**src/rtl/alu_ctrl_pkg.sv**
```systemverilog
// Shared definitions for the ALU operation sequencer: FSM states, opcodes
// and the bit positions of the {gr, e, c, z} flag vector.
package alu_ctrl_pkg;

  typedef enum logic [1:0] {
    ST_IDLE = 2'd0,
    ST_LOAD = 2'd1,
    ST_EXEC = 2'd2,
    ST_WB   = 2'd3
  } state_t;

  localparam logic [2:0] OP_ADD = 3'd0;
  localparam logic [2:0] OP_SHL = 3'd1;
  localparam logic [2:0] OP_SHR = 3'd2;
  localparam logic [2:0] OP_NOT = 3'd3;
  localparam logic [2:0] OP_AND = 3'd4;
  localparam logic [2:0] OP_OR  = 3'd5;
  localparam logic [2:0] OP_XOR = 3'd6;
  localparam logic [2:0] OP_ILL = 3'd7;

  localparam int FLAG_Z  = 0;
  localparam int FLAG_C  = 1;
  localparam int FLAG_E  = 2;
  localparam int FLAG_GR = 3;

endpackage

```
**src/rtl/alu_sel_decode.sv**
```systemverilog
// Opcode to one-hot ALU unit enable; the illegal code never enables a unit,
// so bit 7 is always 0.
module alu_sel_decode
  import alu_ctrl_pkg::*;
(
  input  logic [2:0] code,
  input  logic       en,
  output logic [7:0] sel
);

  // one-hot decode gated by enable
  always_comb begin
    sel = 8'h00;
    if (en && (code != OP_ILL)) begin
      sel = 8'h01 << code;
    end else begin
      sel = 8'h00;
    end
  end

endmodule

```
**src/rtl/alu_op_sequencer.sv**
```systemverilog
// Sequences one ALU operation through IDLE -> LOAD -> EXEC -> WB, driving the
// ALU operand buses and unit enable, and capturing the result and flags.
module alu_op_sequencer
  import alu_ctrl_pkg::*;
#(
  parameter int WIDTH = 8
) (
  input  logic             clk,
  input  logic             rst,
  input  logic             op_valid,
  output logic             op_ready,
  input  logic [2:0]       op_code,
  input  logic [WIDTH-1:0] op_a,
  input  logic [WIDTH-1:0] op_b,
  input  logic             use_carry,
  output logic [WIDTH-1:0] alu_cpu_bus,
  output logic [WIDTH-1:0] alu_temp,
  output logic             alu_cin,
  output logic [7:0]       alu_sel,
  input  logic [WIDTH-1:0] alu_acc,
  input  logic             alu_gr,
  input  logic             alu_e,
  input  logic             alu_c,
  input  logic             alu_z,
  output logic             done,
  output logic             err,
  output logic [WIDTH-1:0] result,
  output logic [3:0]       flags
);

  state_t           state;
  state_t           next_state;
  logic [2:0]       code_q;
  logic [WIDTH-1:0] a_q;
  logic             use_carry_q;
  logic [7:0]       sel_next;
  logic             exec_next;

  assign exec_next = (next_state == ST_EXEC);

  alu_sel_decode u_sel_decode (
    .code (code_q),
    .en   (exec_next),
    .sel  (sel_next)
  );

  // next-state logic; an illegal opcode skips straight to write-back
  always_comb begin
    next_state = state;
    case (state)
      ST_IDLE: begin
        if (op_valid) begin
          next_state = (op_code == OP_ILL) ? ST_WB : ST_LOAD;
        end else begin
          next_state = ST_IDLE;
        end
      end
      ST_LOAD: next_state = ST_EXEC;
      ST_EXEC: next_state = ST_WB;
      ST_WB:   next_state = ST_IDLE;
      default: next_state = ST_IDLE;
    endcase
  end

  // outputs are registered from next_state so they line up with the state
  always_ff @(posedge clk) begin
    if (rst) begin
      state       <= ST_IDLE;
      op_ready    <= 1'b1;
      code_q      <= 3'd0;
      a_q         <= '0;
      use_carry_q <= 1'b0;
      alu_cpu_bus <= '0;
      alu_temp    <= '0;
      alu_cin     <= 1'b0;
      alu_sel     <= 8'h00;
      done        <= 1'b0;
      err         <= 1'b0;
      result      <= '0;
      flags       <= 4'h0;
    end else begin
      state    <= next_state;
      op_ready <= (next_state == ST_IDLE);
      alu_sel  <= sel_next;
      alu_cin  <= exec_next & use_carry_q & flags[FLAG_C];
      done     <= (next_state == ST_WB);
      // IDLE -> WB happens only for the illegal opcode
      err      <= (state == ST_IDLE) && (next_state == ST_WB);
      if ((state == ST_IDLE) && op_valid) begin
        code_q      <= op_code;
        a_q         <= op_a;
        use_carry_q <= use_carry;
      end
      if (next_state == ST_LOAD) begin
        alu_temp <= op_b;
      end
      if (exec_next) begin
        alu_cpu_bus <= a_q;
      end
      if (state == ST_EXEC) begin
        result <= alu_acc;
        flags  <= {alu_gr, alu_e, alu_c, alu_z};
      end
    end
  end

endmodule

```
**config.mk**
```make
export PLATFORM = sky130hd
export DESIGN_NAME = alu_op_sequencer
export DESIGN_NICKNAME = d
export VERILOG_FILES = /design/src/rtl/alu_ctrl_pkg.sv /design/src/rtl/alu_sel_decode.sv /design/src/rtl/alu_op_sequencer.sv
export SDC_FILE = /design/constraint.sdc
export NUM_CORES = 1
export LEC_CHECK = 0
export CAP_MARGIN = 20
export CORE_MARGIN = 3
export CORE_UTILIZATION = 35
export DETAILED_ROUTE_END_ITERATION = 10
export PLACE_DENSITY = 0.64
export SLEW_MARGIN = 40
export SYNTH_ARGS = -nofsm -noshare
export SYNTH_HDL_FRONTEND = slang
export SYNTH_HIERARCHICAL = 1
export SYNTH_SLANG_ARGS = --single-unit
export TNS_END_PERCENT = 20
```
**constraint.sdc**
```tcl
create_clock -name clk -period 2.2 [get_ports clk]
set_input_delay 0.55 -clock clk [delete_from_list [all_inputs] [get_ports clk]]
set_output_delay 0.55 -clock clk [all_outputs]
set_load 0.02 [all_outputs]
```
* Yosys cells after proc, flatten, opt, wreduce, memory -nomap -nowiden *
Index checks and enable logic that the tools add are counted.

word-level totals
  bits in registers = 54
  bits of input ports = 35
  output and inout bits = 40
  word-level logic and storage cells = 34

cells by class
  eq/ne operators = 8
  shift operators = 1
  mux-type cells = 3
  bitwise operators = 3
  reductions and logical operators = 6

operators by type and width
  operator               number
  $eq A2 B2 Y1 const B   4
  $pmux W2 S4            1
  $shl A1 B3 Y8 const A  1
  $eq A2 B1 Y1 const B   2
  $logic_not A2 Y1       2
  $mux W2                2
  $eq A3 B3 Y1 const B   1
  $logic_and A1 B1 Y1    3
  $ne A3 B3 Y1 const B   1
  $and A1 B1 Y1          2
  $reduce_or A2 Y1       1
  $not A1 Y1             1

* Longest topological paths before layout *
  word-level depth = 8
  gate-level depth with buffers = 6

* Modules after synthesis *
Netlist, hierarchy kept.

modules (own cells, without submodules)
  module            instances  cells an instance  area each (um^2)  seq. area each (um^2)
  alu_op_sequencer  1          192                1940.6            1081.0
  alu_sel_decode    1          9                  97.6              0.0

* Worst setup path after synthesis *
Ideal clock, no wire load.

  path kind = register to register
  start point = register state[0]
  end point = register alu_temp[0]
  library setup time = 72 ps
  data arrival time = 1502 ps
  required time = 2128 ps
  slack = 626 ps
  stages on the path, launching flop included = 6
  path buffers = 0
  cell sequence = dfxtp_1 -> inv_1 -> ha_1 -> and2b_4 -> a211oi_4 -> mux2i_1

on the way
  cells in the longest elaborated chain, start to end = 3

ends and longest elaborated chain
  element                               line                    RTL
  start, declared                       alu_op_sequencer.sv:31  state_t state;
  start signal, assigned                alu_op_sequencer.sv:82  state <= next_state;
  $eq A2 B2 Y1 (tied with other cells)  alu_op_sequencer.sv:50  case (state)
  $pmux W2 S4 (*)                       alu_op_sequencer.sv:50
  $eq A2 B1 Y1 (*)                      alu_op_sequencer.sv:94  if (next_state == ST_LOAD) begin
  end signal, assigned                  alu_op_sequencer.sv:95  alu_temp <= op_b;
  end, declared                         alu_op_sequencer.sv:17  output logic [WIDTH-1:0] alu_temp,

Every way passes the cells marked *; elsewhere a longest branch is shown, timed or not.
A chain may end at the register's enable or synchronous reset.

* Worst setup path in the final report *
  start point = register flags[1]
  end point = output port flags[1]

RTL lines
  element                 line                     RTL
  start, declared         alu_op_sequencer.sv:28   output logic [3:0] flags
  start signal, assigned  alu_op_sequencer.sv:102  flags <= {alu_gr, alu_e, alu_c, alu_z};

No word-level cell between the ends.

==> impl_metrics.json <==
{
  "outcome": "completed",
  "area_growth_pct": 46.9,
  "drtIter0Drc": 62,
  "io-pin-count": 75,
  "postRouteAntennaNets": 0,
  "synth-compound-area-share_pct": 4.60,
  "holdWs_ps": 460,
  "clockRootBuffer": "clkbuf_8",
  "period_needed_ps": 1840,
  "fin_skew_ps": 8.26,
  "synth.top_cell.area_share_pct": 53.0,
  "peakVddDrop_mv": 0.347,
  "cp_slowest_stage_delay_ps": 620,
  "async_reset_ff_share_pct": 0,
  "r2r_start": "state[1]",
  "slew-limit-headroom_pct": 56.4,
  "rsz0062_at_grt": "no",
  "crit_path_end_kind": "primary output",
  "synth-simple-area-share_pct": 22.7,
  "slowest_stage": "clkdlybuf4s50_1",
  "netlist_instances": 201,
  "cts_buffers": 5,
  "leakage_nw": 1.13,
  "ys_warn_count": 6,
  "ys.flop_type": "dfxtp_1",
  "regArea_sq_um": 1080,
  "grt_pass1_wl_um": 7090,
  "cts_tree": "done",
  "worst_slew_pin_slew_ps": 654,
  "synth_xor_area_share_pct": 0,
  "timing.final.crit_share_pct": 83.7,
  "hp-class": "reg2reg",
  "syn-cell-area_sq_um": 2040,
  "yosysTopAreaCell": "dfxtp_1",
  "fillers": 536,
  "cts_setup_buffers": 0,
  "synth_top_family_by_area": "simple AND/OR/NAND/NOR gates",
  "grt_max_degree": 44,
  "multi_input_area_sq_um": 900,
  "holdBufCountCts": 0,
  "grt_usage_pct": 13.5,
  "holdPathEnd": "a_q[2]",
  "viasPerCell": 4.39,
  "cp_top_family": "buffers and inverters",
  "place_congestion": 0.718,
  "io_buffers": 74,
  "synth-edff-count": 0,
  "crit_required_ps": 1650,
  "num_vias": 1526,
  "crit_chain": "clkdlybuf4s50_1",
  "finalSetupViolations": 0,
  "clk_pin_slew_worst_paths_ps": 100,
  "hold_violations": 0,
  "clock_path_buffers": 2,
  "rr_endpoint": "alu_temp[7]",
  "p_per_area_nw_per_um2": 711,
  "initial_core_util_pct": 36.6,
  "r2r_cells": 6,
  "syn_area_per_cell_sq_um": 10.1,
  "synth_nets": 240,
  "max_cap_violations": 0,
  "drive_gt1_share_pct": 8.70,
  "critPathLaunchType": "flop",
  "cts_max_level": 2,
  "crit_start": "flags[1]",
  "seq_area_frac_synth_pct": 53.0,
  "fp.dieW_um": 82.3,
  "post_dp_cell_area_sq_um": 2850,
  "finalInstanceArea_sq_um": 2990,
  "diodes": 0,
  "grt_pass1_vias": 1486,
  "die_h_um": 82.3,
  "post_cts_resized": 0,
  "clock_latency_ps": 300,
  "synth_mux_area_share_pct": 14.2,
  "fmax_mhz": 543,
  "yosys.area_share.adder_pct": 2.46,
  "crit_buf_inv": 1,
  "crit_fanout": 3,
  "totalWireLength_um": 4250,
  "synth-seq-cells": 54,
  "dr.pass1.iters": 4,
  "rrSetupSlack_ps": 580,
  "slew_violations": 0,
  "critical_path_class": "reg2out",
  "rows": 27,
  "cts_sinks": 54,
  "ys_types": 24,
  "dp_hpwl_um": 3080,
  "final_nets": 314,
  "utilization_pct": 53.7,
  "arrival_ps": 1290,
  "core_area_sq_um": 5570,
  "fin_setup_tns_ps": 0,
  "dieArea_sq_um": 6770,
  "detail_route.drc_violations": 0,
  "drt-wirelength-per-cell_um": 12.2,
  "whs_path_depth": 2,
  "grt_overflow_total": 0,
  "synth_area_leaders": "dfxtp_1 53%, mux2i_1 14%, nand2b_1 4.9%",
  "min_from": "a_q[2]",
  "antenna_found_initial": 0
}
-- logic make-up after synthesis --
kind of cell,after synthesis
compound gates,15
fa+ha+maj,4
buf+inv,14
flops,54
mux,29
other cells,1
simple gates,84
-- placed cells by master, fill, tap and decap left out --
cell	count
nand2b_1	16
bufinv_16	2
and3b_1	1
and2_1	1
a21o_2	1
and2b_4	1
nand2_1	25
clkbuf_8	6
and4_1	1
and4b_1	1
dfxtp_1	54
mux2i_1	29
and4bb_2	3
nor2_1	22
a21oi_1	13
a211oi_4	1
nor2b_1	8
conb_1	1
nor4b_2	1
buf_2	1
nor3_1	1
clkdlybuf4s50_1	73
ha_1	4
and4b_2	3
inv_1	2
buf_4	5
-- synth_stat cells, types with 2 or more instances --
master     n
dfxtp_1   54
mux2i_1   29
nand2_1   25
nor2_1    22
nand2b_1  16
a21oi_1   13
clkbuf_1  10
nor2b_1    8
ha_1       4
and4b_2    3
and4bb_2   3
inv_1      2
-- layout make-up --
cell class	instances	share of cell area, %
flip-flops and latches	54	36.1
multi-input cells	133	30.0
repair buffers	79	25.8
well taps	72	3.01
clock buffers	6	2.76
clock inverters	2	2.01
inverters	2	0.251
-- power breakdown --
| part | total [mW] | switching, mW | internal (mW) |
|---|---|---|---|
| Clock | 0.798 | 0.313 | 0.485 |
| Sequential | 1.04 | 0.0245 | 1.02 |
| Combinational | 0.288 | 0.131 | 0.157 |
-- routing by layer --
| layer | vias to the layer above | global-route usage [%] | share of wire, % |
|---|---|---|---|
| met1 | 677 | 17.8 | 47 |
| met3 | 4 | 5.21 | 7.2 |
| met5 | - | 0 | 0 |
| li1 | 805 | - | - |
| met2 | 40 | 21.0 | 45 |
| met4 | 0 | 2.49 | 0.73 |
-- stage by stage --
stage                     setup slack (ps)  cells  power [mW]
final                                  359    348        2.13
after global routing                   298    348        2.22
after CTS                              342    348        2.15
after detailed placement               206    340        1.36
after global placement                 244    340        1.35
after floorplan                        626    201        1.21
-- worst max-delay path by stage --
stage                           to  slack [ps]  cells past startpoint
finish                    flags[1]         360                      1
global route        alu_cpu_bus[0]         300                      1
CTS                       flags[1]         340                      1
detailed placement     alu_temp[7]         210                      5
global placement       alu_temp[5]         240                      5
floorplan              alu_temp[0]         630                      5
-- sequential cells by signal (all words and copies together) (netlist names), 2 cells and up --
| signal | flops |
|---|---|
| state | 2 |
| alu_sel | 8 |
| flags | 4 |
| code_q | 3 |
| a_q | 8 |
| alu_cpu_bus | 8 |
| alu_temp | 8 |
| result | 8 |
Note: power is estimated with default switching activity, not from simulation.
